$ cat src/rtl/alu_pkg.sv
// Shared types and helpers for the sequential ALU.
// ALU_SEQ_BARREL_SHIFT_EN: shifts and rotates finish in a single cycle.
package alu_pkg;

    typedef enum logic [3:0] {
        OP_ADD = 4'h0, OP_SUB = 4'h1, OP_MUL = 4'h2, OP_NEG = 4'h3,
        OP_AND = 4'h4, OP_OR  = 4'h5, OP_XOR = 4'h6, OP_NOR = 4'h7,
        OP_SLL = 4'h8, OP_SRL = 4'h9, OP_ROL = 4'hA, OP_SWP = 4'hB,
        OP_SRA = 4'hC, OP_ROR = 4'hD
    } op_e;

    typedef struct packed {
        logic z;
        logic n;
        logic c;
        logic v;
    } flags_t;

    typedef enum logic [1:0] {IDLE, BUSY, DONE} state_e;

    function automatic logic is_shift(input op_e op);
        return op inside {OP_SLL, OP_SRL, OP_SRA, OP_ROL, OP_ROR};
    endfunction

    function automatic logic is_rotate(input op_e op);
        return op inside {OP_ROL, OP_ROR};
    endfunction

    // A zero effective shift count collapses to the single-cycle path.
    function automatic logic is_multicycle(input op_e op, input logic zero_count);
        logic shift_iter;
`ifdef ALU_SEQ_BARREL_SHIFT_EN
        shift_iter = 1'b0;
`else
        shift_iter = is_shift(op) && !zero_count;
`endif
        return (op == OP_MUL) || shift_iter;
    endfunction

endpackage

$ cat src/rtl/alu_mul_iter.sv
// Shift-add unsigned multiplier, one multiplier bit per cycle.
// The first step happens on the start edge so done pulses WIDTH-1 cycles later.
module alu_mul_iter #(
    parameter int WIDTH = 4
) (
    input  logic                 clk,
    input  logic                 rst,
    input  logic                 start,
    input  logic [WIDTH-1:0]     a,
    input  logic [WIDTH-1:0]     b,
    output logic                 busy,
    output logic                 done,
    output logic [2*WIDTH-1:0]   prod
);
    localparam int CNT_W = $clog2(WIDTH) + 1;

    logic [WIDTH-1:0]   mcand_q;
    logic [2*WIDTH-1:0] prod_q;
    logic [CNT_W-1:0]   cnt_q;
    logic               busy_q;
    logic               done_q;

    // prod holds {partial sum, remaining multiplier bits}
    function automatic logic [2*WIDTH-1:0] mul_step(input logic [WIDTH-1:0] mc,
                                                    input logic [2*WIDTH-1:0] p);
        logic [WIDTH:0] sum;
        sum = {1'b0, p[2*WIDTH-1:WIDTH]} + (p[0] ? {1'b0, mc} : '0);
        return {sum, p[WIDTH-1:1]};
    endfunction

    always_ff @(posedge clk) begin
        if (rst) begin
            busy_q <= 1'b0;
            done_q <= 1'b0;
        end else begin
            done_q <= 1'b0;
            if (start) begin
                mcand_q <= a;
                prod_q  <= mul_step(a, {{WIDTH{1'b0}}, b});
                cnt_q   <= CNT_W'(WIDTH - 1);
                busy_q  <= 1'b1;
            end else if (busy_q) begin
                prod_q <= mul_step(mcand_q, prod_q);
                cnt_q  <= cnt_q - CNT_W'(1);
                if (cnt_q == CNT_W'(1)) begin
                    busy_q <= 1'b0;
                    done_q <= 1'b1;
                end
            end
        end
    end

    assign busy = busy_q;
    assign done = done_q;
    assign prod = prod_q;

endmodule

$ cat src/rtl/alu_seq.sv
// Handshaked multi-cycle ALU: IDLE -> (BUSY) -> DONE, registered result and flags.
// ALU_SEQ_BARREL_SHIFT_EN: replaces iterative shifts/rotates with a barrel shifter.
module alu_seq
    import alu_pkg::*;
#(
    parameter int WIDTH   = 4,
    parameter int SHAMT_W = $clog2(WIDTH) + 1
) (
    input  logic             clk,
    input  logic             rst,
    input  logic             in_valid,
    output logic             in_ready,
    input  logic [3:0]       op,
    input  logic [WIDTH-1:0] a,
    input  logic [WIDTH-1:0] b,
    output logic             out_valid,
    input  logic             out_ready,
    output logic [WIDTH-1:0] res,
    output logic [WIDTH-1:0] res_hi,
    output logic [3:0]       flags,
    output logic             err
);
    localparam int MSB = WIDTH - 1;
    localparam logic [WIDTH-1:0] W_B = WIDTH'(WIDTH);

    op_e                 op_in;
    state_e              state_q;
    op_e                 op_q;
    logic [WIDTH-1:0]    a_q, b_q, sh_q;
    logic [SHAMT_W-1:0]  cnt_q;
    logic                b_gt_q;
    logic [WIDTH-1:0]    res_q, res_hi_q;
    flags_t              flags_q;
    logic                err_q;

    logic                accept;
    logic [SHAMT_W-1:0]  n_in;
    logic                b_gt;
    logic [WIDTH:0]      sum_w;
    logic [WIDTH-1:0]    sc_res;
    logic                sc_c, sc_v, sc_err;
    logic                step_c;
    logic [WIDTH-1:0]    step_v;
    logic                mul_start, mul_busy, mul_done, mul_v;
    logic [2*WIDTH-1:0]  mul_prod;
    logic signed [WIDTH-1:0] mul_hi_s;

    // Returns {bit leaving the word, shifted word} for one step.
    function automatic logic [WIDTH:0] shift_step(input op_e o, input logic [WIDTH-1:0] v);
        case (o)
            OP_SLL:  return {v, 1'b0};
            OP_ROL:  return {v[MSB], v[MSB-1:0], v[MSB]};
            OP_SRL:  return {v[0], 1'b0, v[MSB:1]};
            OP_SRA:  return {v[0], v[MSB], v[MSB:1]};
            OP_ROR:  return {v[0], v[0], v[MSB:1]};
            default: return {1'b0, v};
        endcase
    endfunction

    function automatic flags_t mk_flags(input logic [WIDTH-1:0] r, input logic c, input logic v);
        return '{z: (r == '0), n: r[MSB], c: c, v: v};
    endfunction

    assign op_in     = op_e'(op);
    assign accept    = in_valid && (state_q == IDLE);
    assign mul_start = accept && (op_in == OP_MUL) && !mul_busy;

    always_comb begin
        n_in = SHAMT_W'(WIDTH);
        b_gt = 1'b0;
        if (is_rotate(op_in)) begin
            n_in = SHAMT_W'(b % W_B);
        end else if (b > W_B) begin
            b_gt = 1'b1;
        end else begin
            n_in = SHAMT_W'(b);
        end
    end

`ifdef ALU_SEQ_BARREL_SHIFT_EN
    logic [WIDTH:0]          sll_w, srl_w;
    logic signed [WIDTH:0]   sra_w;
    logic [2*WIDTH-1:0]      rol_w, ror_w;
    logic [WIDTH-1:0]        bs_res;
    logic                    bs_c;

    // Extra guard bit on each shift captures the last bit shifted out.
    always_comb begin
        sll_w  = {1'b0, a} << n_in;
        srl_w  = {a, 1'b0} >> n_in;
        sra_w  = $signed({a, 1'b0}) >>> n_in;
        rol_w  = {a, a} << n_in;
        ror_w  = {a, a} >> n_in;
        bs_res = a;
        bs_c   = 1'b0;
        case (op_in)
            OP_SLL: begin bs_res = sll_w[WIDTH-1:0];       bs_c = sll_w[WIDTH]; end
            OP_SRL: begin bs_res = srl_w[WIDTH:1];         bs_c = srl_w[0];     end
            OP_SRA: begin bs_res = sra_w[WIDTH:1];         bs_c = sra_w[0];     end
            OP_ROL: begin bs_res = rol_w[2*WIDTH-1:WIDTH]; bs_c = (n_in != '0) && rol_w[WIDTH]; end
            OP_ROR: begin bs_res = ror_w[WIDTH-1:0];       bs_c = (n_in != '0) && ror_w[MSB];   end
            default: ;
        endcase
        if (b_gt) bs_c = 1'b0;
    end
`endif

    always_comb begin
        sum_w  = {1'b0, a} + {1'b0, b};
        sc_res = '0;
        sc_c   = 1'b0;
        sc_v   = 1'b0;
        sc_err = 1'b0;
        case (op_in)
            OP_ADD: begin
                sc_res = sum_w[WIDTH-1:0];
                sc_c   = sum_w[WIDTH];
                sc_v   = (a[MSB] == b[MSB]) && (sum_w[MSB] != a[MSB]);
            end
            OP_SUB: begin
                sc_res = a - b;
                sc_c   = a < b;
                sc_v   = (a[MSB] != b[MSB]) && (sc_res[MSB] != a[MSB]);
            end
            OP_NEG: begin
                sc_res = -a;
                sc_v   = (a == {1'b1, {(WIDTH-1){1'b0}}});
            end
            OP_MUL: ;
            OP_AND: sc_res = a & b;
            OP_OR:  sc_res = a | b;
            OP_XOR: sc_res = a ^ b;
            OP_NOR: sc_res = ~(a | b);
            OP_SWP: sc_res = {a[WIDTH/2-1:0], a[WIDTH-1:WIDTH/2]};
            OP_SLL, OP_SRL, OP_SRA, OP_ROL, OP_ROR: begin
`ifdef ALU_SEQ_BARREL_SHIFT_EN
                sc_res = bs_res;
                sc_c   = bs_c;
`else
                sc_res = a;
`endif
            end
            default: sc_err = 1'b1;
        endcase
    end

    assign {step_c, step_v} = shift_step(op_q, sh_q);

    // Signed high half of a*b, derived from the unsigned product.
    assign mul_hi_s = mul_prod[2*WIDTH-1:WIDTH] - (a_q[MSB] ? b_q : '0) - (b_q[MSB] ? a_q : '0);
    assign mul_v    = mul_hi_s != {WIDTH{mul_prod[MSB]}};

    alu_mul_iter #(.WIDTH(WIDTH)) u_mul (
        .clk   (clk),
        .rst   (rst),
        .start (mul_start),
        .a     (a),
        .b     (b),
        .busy  (mul_busy),
        .done  (mul_done),
        .prod  (mul_prod)
    );

    always_ff @(posedge clk) begin
        if (rst) begin
            state_q  <= IDLE;
            res_q    <= '0;
            res_hi_q <= '0;
            flags_q  <= '0;
            err_q    <= 1'b0;
        end else begin
            case (state_q)
                IDLE: if (accept) begin
                    op_q   <= op_in;
                    a_q    <= a;
                    b_q    <= b;
                    sh_q   <= a;
                    cnt_q  <= n_in;
                    b_gt_q <= b_gt;
                    if (is_multicycle(op_in, n_in == '0)) begin
                        state_q <= BUSY;
                    end else begin
                        state_q  <= DONE;
                        res_q    <= sc_res;
                        res_hi_q <= '0;
                        flags_q  <= sc_err ? flags_t'('0) : mk_flags(sc_res, sc_c, sc_v);
                        err_q    <= sc_err;
                    end
                end
                BUSY: if (op_q == OP_MUL) begin
                    if (mul_done) begin
                        state_q  <= DONE;
                        res_q    <= mul_prod[MSB:0];
                        res_hi_q <= mul_prod[2*WIDTH-1:WIDTH];
                        flags_q  <= mk_flags(mul_prod[MSB:0], |mul_prod[2*WIDTH-1:WIDTH], mul_v);
                        err_q    <= 1'b0;
                    end
                end else begin
                    sh_q  <= step_v;
                    cnt_q <= cnt_q - SHAMT_W'(1);
                    if (cnt_q == SHAMT_W'(1)) begin
                        state_q  <= DONE;
                        res_q    <= step_v;
                        res_hi_q <= '0;
                        flags_q  <= mk_flags(step_v, step_c && !b_gt_q, 1'b0);
                        err_q    <= 1'b0;
                    end
                end
                DONE: if (out_ready) state_q <= IDLE;
                default: state_q <= IDLE;
            endcase
        end
    end

    assign in_ready  = (state_q == IDLE);
    assign out_valid = (state_q == DONE);
    assign res       = res_q;
    assign res_hi    = res_hi_q;
    assign flags     = flags_q;
    assign err       = err_q;

endmodule
$ cat config.mk
export PLATFORM = sky130hd
export DESIGN_NAME = alu_seq
export DESIGN_NICKNAME = d
export VERILOG_FILES = /design/src/rtl/alu_pkg.sv /design/src/rtl/alu_mul_iter.sv /design/src/rtl/alu_seq.sv
export SDC_FILE = /design/constraint.sdc
export NUM_CORES = 1
export LEC_CHECK = 0
export ABC_AREA = 0
export ABC_CLOCK_PERIOD_IN_PS = 3500
export CAP_MARGIN = 20
export CELL_PAD_IN_SITES_DETAIL_PLACEMENT = 1
export CELL_PAD_IN_SITES_GLOBAL_PLACEMENT = 1
export CORE_MARGIN = 8
export CORE_UTILIZATION = 45
export DETAILED_ROUTE_END_ITERATION = 8
export GPL_TIMING_DRIVEN = 0
export PLACE_DENSITY_LB_ADDON = 0.1
export SYNTH_ARGS = -nofsm -noshare
export SYNTH_HDL_FRONTEND = slang
export SYNTH_HIERARCHICAL = 1
export SYNTH_SLANG_ARGS = --single-unit
$ cat constraint.sdc
create_clock -name clk -period 3.5 [get_ports clk]
set_clock_uncertainty 0.15 [all_clocks]
set_input_delay 0.7 -clock clk [delete_from_list [all_inputs] [get_ports clk]]
set_output_delay 0.7 -clock clk [all_outputs]
set_load 0.03 [all_outputs]
==> results by stage <==
Global routing:
- The via count of the first global-routing pass is around 3400.
- Entering global routing, the biggest net connects 19 pins.
- The total grt overflow is 0.
- The wire length of the first global-routing pass is approximately 18000 um.
- For this run, the total global-route usage over all layers was measured as 0.196.
- The number of antenna violations at the first check in global routing is 0.

Place:
- The number of placed instances, taps included is 541.
- In this run the tool buffered the top-level ports with 30 buffer cells.
- Once detailed placement completed, the half-perimeter wirelength came to approximately 8500 um.
- The congestion estimate from routability-driven global placement came to ~0.9.

Critical path:
- The delay of the slowest cell on the worst path is 0.88 ns.
- The peak fanout along the critical path is 11.
- The critical path goes through clkdlybuf4s50_1, inv_1, ha_1, o21bai_1, a21oi_1, a21oi_1, xnor2_1, a211oi_1, a211oi_1.
- The worst setup path is of the in -> reg kind.
- The number of buffers and inverters on the critical path is 2.
- STA puts the critical path data required time at 3.54 ns.
- The cell at the slowest stage of the critical path is clkdlybuf4s50_1.
- At the worst endpoint, the arrival time is around 3.5 ns.
- The family with the most delay on the worst path is compound AO/OA/AOI/OAI gates.
- The type of origin of the critical path is a primary input.
- STA classifies the critical path endpoint as a flip-flop.

Drt:
- The uppermost layer routed is met4.
- The number of design rule violations left after detail routing is 0.
- In this run the remaining antenna-violating nets after routing total 0.
- The wire length reported by the detailed router is 11000 um.
- The routed length on met3 is ~540 um.
- The detailed router placed ~3300 vias in this run.
- Summed over all nets, wire length on met2 after detailed routing comes to around 5400 um.
- The number of optimization iterations in the first detailed-route pass is 5.
- The DRC violation total after the first TritonRoute iteration is 172.
- The routed via count divided by cell count is a little under 6.
- The routed length per placed instance is around 20 um.
- The wire length on met1 is about 4900 um.

Logic synthesis:
- The mean instance size in the synthesized netlist is slightly above 9 um2.
- The basic-gate share of the synthesized area counting and, or, nand and nor cells is 0.205.
- The compound-cell area share of the yosys netlist is 0.189.
- Of the total synthesized cell area, the portion taken by XOR and XNOR cells is 0.0280.
- The number of nets handed over by synthesis was around 450.
- The share of the Yosys chip area taken by registers is 0.371.
- Of all flip-flops after synthesis, the portion carrying an async set or reset was 0.
- The number of synthesized flops with an enable pin is 35.
- The synthesized netlist contains 62 unique library cells.
- The arithmetic-cell share of the synthesized area counting full adders, half adders and majority gates is 0.119.
- After synthesis, the share of cell area in mux cells is 0.0284.
- The register bit total from synthesis is 52.
- By area, the combinational part of the netlist is dominated by simple AND/OR/NAND/NOR gates.
- For this run, the number of Yosys warnings is 6.
- The count of mapped cells out of synthesis is around 410.
- The cell area that synthesis handed to floorplanning was ~0.0037 mm2.
- The prevailing post-synth register cell is edfxtp_1.

Timing:
- The number of max-slew violations in the final report is 0.
- Hold timing on the final database bottoms out at a slack of slightly above 0.3 ns.
- The share of the clock period used by the worst path is 0.975.
- The final number of setup-violating endpoints is 0.
- The actual transition at the worst max-transition pin is between 0.8 and 0.9 ns.
- The highest clock rate is 293 MHz.
- The smallest clock period supported by the final layout is computed as about 3.4 ns.
- The final number of hold-violating endpoints is 0.
- In this run the tightest slew margin relative to its limit is 0.395.
- The summed negative setup slack over all endpoints is 0 ns.
- Setup repair after global routing left no endpoint under its margin.

Clocking:
- The cell sitting at the root of the clock tree is a clkbuf_8.
- The insertion delay to the later sink of the worst-skew pair is roughly 0.32 ns.
- The total number of H-tree levels is 2.
- The number of buffers on the longest clock path is 2.
- After clock tree synthesis, the clock-pin slew on the worst setup and hold paths is approximately 0.10 ns.
- The total clock sinks is 52.
- The TritonCTS clock tree is yes.
- The TritonCTS buffer count is 5.

Final layout:
- The end-of-flow core utilization is 0.529.
- The number of nets in the layout is around 490.
- The relative area change from synthesis to final layout is 14.8%.
- Leaving out filler cells and counting taps, the final layout contains approximately 550.
- In the final layout, the share of cells above drive strength 1 is 0.0788.
- The diode insertion count for antenna repair is 0.

Pwr:
- The total power is 1.50 mW.
- The areal power density over the cells is between 300 and 400 mW/mm2.
- IR analysis of the VDD net gives a maximum drop of about 0.18 mV.
- The analysis attributes to cell leakage a power of approximately 1.6 nW.

Floorplan:
- For this design the top-level I/O count stands at 31.
- The area of the placeable core is 0.00813 mm2.
- In this run the horizontal extent of the chip is 107 um.
- The starting density of the core is 0.461.
- After floorplanning, the core was divided into 33 placement rows.
- The vertical die dimension is 107 um.
- The area of the die is between 0.01 and 0.015 mm2.

Flow run:
- The count of max-cap constraint violations is 0.

Min path:
- In this run the worst hold path is classified as reg -> reg.

Status:
- The flow ran to the end, and the final reports show no timing, DRC or antenna violations.
-- cell type report --
| class | instances | area [um2] |
|---|---|---|
| multi-input cells | 303 | 2150 |
| flip-flops and latches | 52 | 1390 |
| clock inverters | 3 | 27.5 |
| inverters | 31 | 116 |
| plain buffers | 19 | 106 |
| fillers | 941 | 3830 |
| well taps | 105 | 131 |
| repair buffers | 31 | 314 |
| clock buffers | 5 | 68.8 |
-- metal layers --
metal	global-route usage	vias to the layer above
met5	0	-
met4	0.0593	0
met3	0.0335	14
met2	0.328	80
met1	0.252	1620
li1	-	1559
-- per-stage QoR --
step | cell area (um2) | worst slack [ns]
2_1_floorplan | 3750 | 0.516
3_3_place_gp | 4180 | -0.452
3_5_place_dp | 4200 | -0.512
4_1_cts | 4300 | 0.102
5_1_grt | 4300 | 0.0146
6_report | 4300 | 0.0859
-- worst paths after layout --
check	start	end	slack, ns	cells past startpoint
max	a[1]	flags[2]$_SDFFE_PP0P_	0.09	9
min	res_hi[2]$_SDFFE_PP0P_	res_hi[2]$_SDFFE_PP0P_	0.31	2
max reg2reg	u_mul/prod[4]$_DFFE_PP_	flags[0]$_SDFFE_PP0P_	0.63	9
min reg2reg	res_hi[2]$_SDFFE_PP0P_	res_hi[2]$_SDFFE_PP0P_	0.31	2
-- state kept, by name, indices dropped and copies added (netlist names), 2 cells and up --
register and flops:
res_hi 4, u_mul/cnt_q 3, b_q 4, cnt_q 3, res 4, a_q 4, flags 4, sh_q 4
u_mul/prod 8, u_mul/mcand_q 4, op_q 4, state_q 2
-- cells in the mapped netlist (4+ instances only) --
| cell | count | area share |
|---|---|---|
| nor2_1 | 23 | 0.023 |
| clkbuf_1 | 11 | 0.011 |
| mux2i_1 | 5 | 0.013 |
| nand2_1 | 35 | 0.035 |
| xnor2_1 | 9 | 0.021 |
| o21bai_1 | 4 | 0.0080 |
| buf_6 | 4 | 0.012 |
| nor3_1 | 10 | 0.013 |
| a31oi_1 | 4 | 0.0067 |
| nand2b_1 | 7 | 0.012 |
| nand3b_1 | 4 | 0.0080 |
| a211oi_1 | 5 | 0.010 |
| nor2b_1 | 8 | 0.013 |
| edfxtp_1 | 35 | 0.28 |
| nand3_1 | 16 | 0.021 |
| a22oi_1 | 4 | 0.0080 |
| nor4_1 | 5 | 0.0083 |
| nor3b_1 | 4 | 0.0080 |
| fa_1 | 6 | 0.032 |
| o21ai_0 | 25 | 0.033 |
| nand4b_1 | 4 | 0.0093 |
| ha_1 | 26 | 0.087 |
| buf_2 | 4 | 0.0053 |
| inv_1 | 31 | 0.031 |
| and2_1 | 5 | 0.0083 |
| dfxtp_1 | 17 | 0.091 |
| a21oi_1 | 31 | 0.041 |
-- cells in the final DEF, fill, tap and decap left out, drive strengths merged, types with 5 or more instances in the layout --
cell	instances
ha	26
clkdlybuf4s50	29
edfxtp	35
a211oi	5
clkbuf	16
nor2	23
inv	32
and2	6
o21ai	25
buf	9
nor4	5
nand2	37
a21oi	31
xnor2	9
dfxtp	17
nand3	16
nor2b	8
nand2b	7
mux2i	6
fa	6
nor3	11
-- logic make-up (layout without fill, tap and decap cells) --
family | Yosys count | count (layout)
fa+ha+maj | 32 | 32
compound gates | 107 | 107
flops | 52 | 52
simple gates | 143 | 143
mux | 9 | 9
xor+xnor | 12 | 12
buf+inv | 50 | 89
-- report_power, final --
group | leakage (nW) | internal, mW | switching, mW
combinational | 1.09 | 0.158 | 0.252
sequential | 0.460 | 0.692 | 0.0257
clock | 0.0463 | 0.147 | 0.229
total | 1.60 | 0.997 | 0.507
-- tightest hold or removal path: cells and delay by family, from the launching register on --
kind / cells / cell delay (ns)
AO/OA/AOI/OAI: 1 / 0.05
flip-flops: 1 / 0.32
AND/OR/NAND/NOR: 1 / 0.05
-- repair_timing --
action	4_1_cts	5_1_grt
setup endpoints to repair	11	13
gates resized for setup	1	2
pin swaps	0	0
buffers inserted	0	0
hold buffers	0	0
Note: power is estimated with default switching activity, not from simulation.
